$ cat src/rtl/cdb_arbiter.sv
// cdb_arbiter: round-robin arbiter and register stage for the common data bus.
// Grants one functional-unit request per cycle (combinational one-hot grant)
// and broadcasts the winner's result, ROB tag and index one cycle later.
//
// Ports:
//   clk, reset   rising-edge clock, synchronous active-high reset
//   fu_req       per-FU result-valid requests (level-held until granted)
//   fu_result    packed results, FU i in slice i
//   fu_tag       packed ROB tags, FU i in slice i
//   flush        pipeline flush (present only when CDB_FLUSH_EN is defined)
//   fu_grant     one-hot grant, combinational
//   cdb_valid    broadcast valid, registered
//   cdb_result   broadcast result, registered
//   cdb_tag      broadcast ROB tag, registered
//   cdb_src      index of the winning FU, registered
//
// Optional feature macro: CDB_FLUSH_EN (adds flush port; a flush cycle
// suppresses the grant and holds the round-robin pointer).
module cdb_arbiter #(
    parameter int unsigned WIDTH     = 31,
    parameter int unsigned TAG_WIDTH = 4,
    parameter int unsigned N_FU      = 4
) (
    input  logic                            clk,
    input  logic                            reset,
    input  logic [N_FU-1:0]                 fu_req,
    input  logic [N_FU*(WIDTH+1)-1:0]       fu_result,
    input  logic [N_FU*(TAG_WIDTH+1)-1:0]   fu_tag,
`ifdef CDB_FLUSH_EN
    input  logic                            flush,
`endif
    output logic [N_FU-1:0]                 fu_grant,
    output logic                            cdb_valid,
    output logic [WIDTH:0]                  cdb_result,
    output logic [TAG_WIDTH:0]              cdb_tag,
    output logic [$clog2(N_FU)-1:0]         cdb_src
);

    localparam int unsigned S  = $clog2(N_FU);
    localparam int unsigned RW = WIDTH + 1;
    localparam int unsigned TW = TAG_WIDTH + 1;

    logic [S-1:0]  ptr;
    logic [S-1:0]  scan_idx;
    logic [S-1:0]  win_idx;
    logic          win_found;
    logic          grant_en;
    logic          flush_act;
    logic [RW-1:0] result_arr [N_FU];
    logic [TW-1:0] tag_arr    [N_FU];

`ifdef CDB_FLUSH_EN
    assign flush_act = flush;
`else
    assign flush_act = 1'b0;
`endif

    // Unpack the per-FU payload slices.
    always_comb begin
        for (int unsigned i = 0; i < N_FU; i++) begin
            result_arr[i] = fu_result[i*RW +: RW];
            tag_arr[i]    = fu_tag[i*TW +: TW];
        end
    end

    // Priority scan starting at ptr; index arithmetic wraps in S bits
    // because N_FU is a power of two.
    always_comb begin
        win_found = 1'b0;
        win_idx   = '0;
        scan_idx  = '0;
        for (int unsigned k = 0; k < N_FU; k++) begin
            scan_idx = ptr + S'(k);
            if (!win_found && fu_req[scan_idx]) begin
                win_found = 1'b1;
                win_idx   = scan_idx;
            end
        end
    end

    // Reset and flush both suppress the grant in the current cycle.
    assign grant_en = win_found && !reset && !flush_act;
    assign fu_grant = grant_en ? (N_FU'(1) << win_idx) : '0;

    // Pointer update and broadcast register; data/tag/src hold when idle.
    always_ff @(posedge clk) begin
        if (reset) begin
            ptr        <= '0;
            cdb_valid  <= 1'b0;
            cdb_result <= '0;
            cdb_tag    <= '0;
            cdb_src    <= '0;
        end else if (grant_en) begin
            ptr        <= win_idx + S'(1);
            cdb_valid  <= 1'b1;
            cdb_result <= result_arr[win_idx];
            cdb_tag    <= tag_arr[win_idx];
            cdb_src    <= win_idx;
        end else begin
            cdb_valid  <= 1'b0;
        end
    end

endmodule

$ cat config.mk
export PLATFORM = sky130hd
export DESIGN_NAME = cdb_arbiter
export DESIGN_NICKNAME = d
export VERILOG_FILES = /design/src/rtl/cdb_arbiter.sv
export SDC_FILE = /design/constraint.sdc
export NUM_CORES = 1
export LEC_CHECK = 0
export ABC_AREA = 1
export BUFFER_PORTS_ARGS = -buffer_cell sky130_fd_sc_hd__buf_2
export CORE_MARGIN = 2
export CORE_UTILIZATION = 48
export CTS_BUF_LIST = sky130_fd_sc_hd__clkbuf_4 sky130_fd_sc_hd__clkbuf_8
export DETAILED_ROUTE_END_ITERATION = 8
export GPL_TIMING_DRIVEN = 0
export PLACE_DENSITY_LB_ADDON = 0.2
export SLEW_MARGIN = 20
export SYNTH_ARGS = -nofsm -noshare
export SYNTH_HDL_FRONTEND = slang
export SYNTH_SLANG_ARGS = --single-unit
$ cat constraint.sdc
create_clock -name clk -period 4.3 [get_ports clk]
set_clock_uncertainty 0.05 [all_clocks]
set_input_delay 0.215 -clock clk [delete_from_list [all_inputs] [get_ports clk]]
set_output_delay 0.215 -clock clk [all_outputs]
set_load 0.05 [all_outputs]
==> qor.txt, run 1 <==
outcome -> finished, final reports clean
clk slew on worst S/H paths -> 80 ps
required time worst endpoint -> 4030 ps
share of layout cells above drive strength 1 -> 31.6%
CTS Root Cell -> clkbuf_8
Antenna diodes -> 0
Port Buf Inserts -> 197
vias per inst -> 4.99
DRT iter0 DRCs -> 166
io pins -> 198
Critical Path Fanout Max -> 10
PD cells -> 815 nW/um2
# hold bufs at CTS -> 0
chip height -> 85.3 um
Final Hold Violating Endpoints -> 0
CTS tree -> done
initial antenna violation count -> 0
Crit path top cell by count -> nand2_1
clk sinks -> 42
DPL Wire Length -> 8.31 mm
largest net degree at the start of global routing -> 13
core area -> 6390 um2
Initial Util -> 49.7%
final slew viol count -> 0
HP Class -> in2reg
post-CTS resize count -> 0
Crit. End Element -> output pin
first-pass GRT wire length -> 16.9 mm
area growth from synthesis to layout -> 37.1%
Die Width -> 85.3 um
routed via count -> 4,308
unrepaired setup endpoints after global routing -> no
FP Rows -> 29
Post-DRT Antenna Nets -> 0
Num CTS Buffers -> 5
Fillers -> 626
Slew @ Worst Pin -> 489 ps
clock latency on the worst-skew pair -> 290 ps
Mean Syn Cell Area -> 5.47 um2
Critical-path top delay cell -> dfxtp_1
Max-cap violations -> 0
GRT Total Usage -> 28.3%
Yosys cell types -> 20
syn nets -> 735
GPL Wtd Cong -> 0.834
Setup crit start kind -> flip-flop
Synth Instances -> 581
clock buffer depth -> 2
Cell Area, Synth -> 3180 um2
Setup CP Type -> reg2out
crit share post-route -> 62.9%
LEAKAGE -> 2.79 nW
number of global-route vias before repair -> 3,805
post-layout minimum cycle time -> 2700 ps
die area -> 7280 um2
htree depth -> 2
total congestion overflow -> 0
Pre-antenna DRT Iters -> 5
Post-CTS Setup Inserts -> 0
Synth Warn # -> 0
highest clock rate -> 0.370 GHz
crit-path cells -> buf_4, nand2_1, nand2_1, nand2_1, nand2_2, nand2_1, nand2_2, nand2_4, nand2_2, buf_6, buf_4, nand2_1, nor2_1, buf_2
# DRC -> 0
nets -> 939
Routed wire per std cell -> 12.5 um
sequential fraction of the synthesis area -> 26.5%
Fin Hold WS -> 152 ps
Post-Route Setup TNS -> 0 ps
peak supply drop -> 0.483 mV
Seq cells post-synth -> 42
Crit path arrival time -> 2440 ps
final setup vio count -> 0
Max-slew headroom -> 67.4%
Routed WL -> 10.8 mm
Crit path largest cell delay -> 420 ps
kinds of logic after synthesis:
kind of cell           synth area share, %
AOI/OAI and AO/OA                    0.315
and+or+nand+nor                       62.1
buffers and inverters                 11.2
DFF                                   26.5
flip-flops by register name, summed over array words and instances, names as in the netlist:
register	cells
cdb_valid	1
cdb_src	2
cdb_tag	5
ptr	2
cdb_result	32
metrics by stage:
step | area (um2) | cells | util, % | power (mW) | setup slack, ps
after detailed placement | 4260 | 855 | 66.7 | 3.26 | 1930
after global placement | 4260 | 855 | 66.7 | 3.22 | 1930
after floorplan | 3180 | 581 | - | 2.64 | 1840
after global routing | 4350 | 863 | 68.2 | 3.85 | 1340
after CTS | 4350 | 863 | 68.2 | 3.54 | 1590
final | 4350 | 863 | 68.2 | 3.55 | 1600
final timing paths:
| kind | start | end | slack (ps) | depth (start not counted) |
|---|---|---|---|---|
| worst max register to register | ptr[0] | cdb_tag[3] | 2030 | 13 |
| worst min-delay path | fu_tag[10] | cdb_tag[0] | 150 | 5 |
| worst max-delay path | ptr[0] | fu_grant[3] | 1600 | 14 |
| worst min register to register | cdb_result[23] | cdb_result[23] | 400 | 2 |
power breakdown:
part	switching [mW]	total [mW]	internal [mW]
registers	0.0864	0.635	0.549
logic	1.86	2.63	0.776
clock network	0.141	0.277	0.136
cells in the mapped netlist (all sizes together):
library cell    n  area, um2
nand2         332       1260
nand4           3       33.8
buf            27        178
dfxtp          42        841
inv            40        150
nand3         119        601
clkbuf          7       26.3
o21ai           2       10.0
nor2            9       72.6
cell usage in the layout (no fill, tap or decap):
cell type	synthesis	layout
nand3_1	118	118
dfxtp_1	42	42
nor2_8	1	1
nand2_4	1	1
nand2_2	4	4
buf_2	13	210
buf_1	2	2
nor2_4	2	2
nor2_2	3	3
clkbuf_8	0	6
o21ai_1	2	2
nand4_4	1	1
nand4_1	2	2
nor2_1	3	3
buf_6	4	4
nand2_1	327	327
buf_4	8	8
clkbuf_4	0	1
nand3_2	1	1
clkinv_2	0	1
inv_2	5	5
clkbuf_1	7	7
inv_1	35	35
worst max-delay path, delay by kind of cell, from the launching register on:
family / cells / cell delay [ps]
buffers and inverters: 4 / 800
flip-flops: 1 / 420
AND/OR/NAND/NOR: 10 / 910
per-layer routing:
layer	vias to the layer above	global-route usage, %	wire, um
li1	2216	-	-
met1	1870	33.6	4260
met2	201	49.6	5370
met3	21	5.64	929
met4	0	11.7	220
met5	-	0	0
layout make-up:
cell class | instances | area (um2) | share of cell area (%)
Inverter | 40 | 150 | 3.45
Multi-Input combinational cell | 465 | 1980 | 45.5
Clock inverter | 1 | 5.00 | 0.115
Timing Repair Buffer | 197 | 986 | 22.7
Sequential cell | 42 | 841 | 19.3
Clock buffer | 7 | 90.1 | 2.07
Tap cell | 77 | 96.3 | 2.21
Buffer | 34 | 204 | 4.69
Power figures use the tool's default switching activity.
==> run 2: changes to the inputs <==
--- a/config.mk
+++ b/config.mk
@@ -5,10 +5,10 @@
 export SDC_FILE = /design/constraint.sdc
 export NUM_CORES = 1
 export LEC_CHECK = 0
-export ABC_AREA = 1
+export ABC_AREA = 0
 export BUFFER_PORTS_ARGS = -buffer_cell sky130_fd_sc_hd__buf_2
 export CORE_MARGIN = 2
-export CORE_UTILIZATION = 48
+export CORE_UTILIZATION = 38
 export CTS_BUF_LIST = sky130_fd_sc_hd__clkbuf_4 sky130_fd_sc_hd__clkbuf_8
 export DETAILED_ROUTE_END_ITERATION = 8
 export GPL_TIMING_DRIVEN = 0
==> constraint.sdc (replaced) <==
create_clock -name clk -period 2.4 [get_ports clk]
set_clock_uncertainty 0.05 [all_clocks]
set_input_delay 0.12 -clock clk [delete_from_list [all_inputs] [get_ports clk]]
set_output_delay 0.12 -clock clk [all_outputs]
set_load 0.05 [all_outputs]
==> qor.txt, run 2 <==
required time worst endpoint -> 2230 ps (-1800 ps)
largest net degree at the start of global routing -> 12 (-1)
Routed wire per std cell -> 14.6 um (+17%)
clock buffer depth -> 2 (unchanged)
Routed WL -> 9.14 mm (-15%)
Fillers -> 669 (+6.9%)
io pins -> 198 (unchanged)
die area -> 7690 um2 (+5.6%)
Max-cap violations -> 0 (unchanged)
final slew viol count -> 0 (unchanged)
crit-path cells -> buf_2, or4_1, buf_2, nand2_1, and3_1, buf_4
DPL Wire Length -> 7.02 mm (-15%)
Initial Util -> 39.2% (-11 points)
clk slew on worst S/H paths -> 80 ps (about the same)
first-pass GRT wire length -> 13.8 mm (-18%)
Antenna diodes -> 0 (unchanged)
Crit path top cell by count -> buf_2
Crit. End Element -> output pin
number of global-route vias before repair -> 3,043 (-20%)
most instantiated cells after synthesis -> 42 x dfxtp_1, 40 x nand2_1, 38 x mux2i_1, 37 x nand3_1, 37 x o211ai_1
pre-CTS setup slack -> 155 ps (-1780 ps)
htree depth -> 2 (unchanged)
Crit path largest cell delay -> 520 ps (+100 ps)
area growth from synthesis to layout -> 46.2%
most frequent cells in the layout -> 207 x buf_2, 42 x dfxtp_1, 40 x nand2_1
share of the synthesized area in the top cell type -> 31.6% (-7.1 points)
clock power share -> 15.5% (+7.7 points)
Cell Area, Synth -> 2660 um2 (-16%)
Pre-antenna DRT Iters -> 4 (-1)
fin worst setup slack -> 145 ps (-1450 ps)
Max-slew headroom -> 42.4% (-25 points)
most common cell in the netlist -> dfxtp_1
Top reg by flops -> cdb_result
post-layout minimum cycle time -> 2250 ps
Synth Warn # -> 0 (unchanged)
crit share post-route -> 93.9%
unrepaired setup endpoints after global routing -> no
Crit path arrival time -> 2080 ps (-360 ps)
ranking of synthesized cells by area -> dfxtp_1 32%, mux2i_1 14%, o211ai_1 10%, a21o_1 10%, nand3_1 7.0%
chip height -> 87.7 um (+2.8%)
CTS Root Cell -> clkbuf_8
Post-Route Setup TNS -> 0 ps (unchanged)
commonest non-fill, non-tap cell in the layout -> buf_2
Final Hold Violating Endpoints -> 0 (unchanged)
Critical Path Fanout Max -> 19 (+9)
Setup crit start kind -> flip-flop
outcome -> finished, final reports clean
WHS Path Cells -> 3 (-2)
R2R cell count -> 7 (-6)
Hold Path Sink -> cdb_result[8]
# hold bufs at CTS -> 0 (unchanged)
total congestion overflow -> 0 (unchanged)
dpl cell area -> 3780 um2 (-11%)
clock latency on the worst-skew pair -> 290 ps (about the same)
worst hold start -> fu_result[40]
HP Class -> in2reg
routed via count -> 3,246 (-25%)
Comb power frac -> 53.7% (-21 points)
Post-DRT Antenna Nets -> 0 (unchanged)
# DRC -> 0 (unchanged)
peak supply drop -> 0.330 mV (-32%)
Mean Syn Cell Area -> 8.17 um2 (+49%)
syn nets -> 480 (-35%)
Synth Instances -> 326 (-44%)
PD cells -> 758 nW/um2 (-7.0%)
Reg-to-Reg Start -> ptr[1]
sequential power share -> 30.9% (+13 points)
GPL Wtd Cong -> 0.793 (-4.9%)
DRT iter0 DRCs -> 96 (-42%)
CTS tree -> done
highest clock rate -> 0.444 GHz
share of layout cells above drive strength 1 -> 43.8% (+12 points)
post-synthesis async set-or-reset flop share -> 0% (unchanged)
Critical R2R Capture -> cdb_result[10]
max FFs per register -> 32 (unchanged)
area leader, netlist -> dfxtp_1
sw power -> 1.36 mW (-35%)
LEAKAGE -> 1.97 nW (-29%)
biggest regs -> cdb_result: 32 flops, cdb_tag: 5 flops
initial antenna violation count -> 0 (unchanged)
CP top delay family -> simple AND/OR/NAND/NOR gates
internal power -> 1.59 mW (+9.1%)
Die Width -> 87.7 um (+2.8%)
Port Buf Inserts -> 196 (-0.51%)
Fin Hold WS -> 79.2 ps (-72.9 ps)
Slew @ Worst Pin -> 856 ps (+367 ps)
vias per inst -> 5.17 (+3.5%)
final setup vio count -> 0 (unchanged)
post-route cell area -> 3890 um2 (-11%)
Pwr Total -> 2.95 mW (-17%)
Num CTS Buffers -> 5 (unchanged)
GRT Total Usage -> 22.5% (-5.8 points)
Setup CP Type -> reg2out
Synth Flop Type -> dfxtp_1
worst path buffer plus inverter count -> 3 (-1)
Yosys cell types -> 32 (+60%)
Net Sw Frac -> 46.0% (-13 points)
reg-to-reg slack, setup -> 230 ps (-1800 ps)
nets -> 686 (-27%)
clk sinks -> 42 (unchanged)
sequential fraction of the synthesis area -> 31.6% (+5.1 points)
FP Rows -> 30 (+3.4%)
Critical-path top delay cell -> or4_1
Seq cells post-synth -> 42 (unchanged)
Post-synth EDFFs -> 0 (unchanged)
core area -> 6790 um2 (+6.4%)
## run 2: changes by cell type after synthesis, moves of 33 or more
cell,before,now
a21o_1,0,36
o21ai_0,0,36
nand3_1,118,37
o211ai_1,0,37
mux2i_1,0,38
nand2_1,327,40
inv_1,35,2
## run 2: metrics by stage
stage | instances | utilization (%)
after global placement | 618 | 55.6
after global routing | 628 | 57.3
after detailed placement | 618 | 55.6
final | 628 | 57.3
after CTS | 626 | 57.0
after floorplan | 326 | -
## run 2: cells by family after synthesis
logic type / after synthesis / synth area share [%]
muxes: 38 / 14.3
AOI/OAI and AO/OA: 118 / 29.6
xor gates and xnor gates: 1 / 0.329
and+or+nand+nor: 95 / 17.9
DFF: 42 / 31.6
buffers and inverters: 32 / 6.30
## run 2: worst max-delay path by stage
stage                   start             end  slack (ps)  cells after the start
CTS                    ptr[1]     fu_grant[1]          20                      7
global placement    fu_req[3]     fu_grant[2]         160                      7
detailed placement  fu_req[3]     fu_grant[2]         160                      7
global route           ptr[1]  cdb_result[12]          50                      7
floorplan              ptr[1]     fu_grant[3]         120                      5
finish                 ptr[1]     fu_grant[1]         150                      6
## run 2: timing repair
action | in CTS | in global routing
endpoints found under the setup margin | 3 | 2
buffers inserted | 1 | 3
pin swaps | 1 | 1
gates resized for setup | 3 | 1
## run 2: power by group through the flow
stage / combinational (mW) / clock, mW / sequential [mW]
global placement: 1.56 / 0 / 0.921
finish: 1.58 / 0.456 / 0.911
detailed placement: 1.58 / 0 / 0.925
CTS: 1.59 / 0.467 / 0.910
global route: 1.69 / 0.501 / 0.926
floorplan: 0.672 / 0 / 1.39
## run 2: worst register-to-register path, cell delays in order (launching register included)
cell and delay [ps]:
dfxtp_1 310, buf_2 180, a21oi_1 80, o21a_1 190, o211ai_1 670, buf_2 370
a21o_1 120, o211ai_1 80
## run 2: final cells by class
type                    instances  area, um2  area share, %
inverters                       2       7.51          0.193
plain buffers                  29        156           4.02
flip-flops and latches         42        841           21.6
multi-input cells             252       1670           42.9
well taps                      96        120           3.08
repair buffers                200       1020           26.1
clock buffers                   7       83.8           2.15
## run 2: routing by layer
metal  up-vias  track usage, %  share of wire, %
li1       1611               -                 -
met1      1476            26.0                41
met2       149            41.9                50
met3        10            5.28               8.3
met4         0            5.17               1.2
met5         -               0                 0
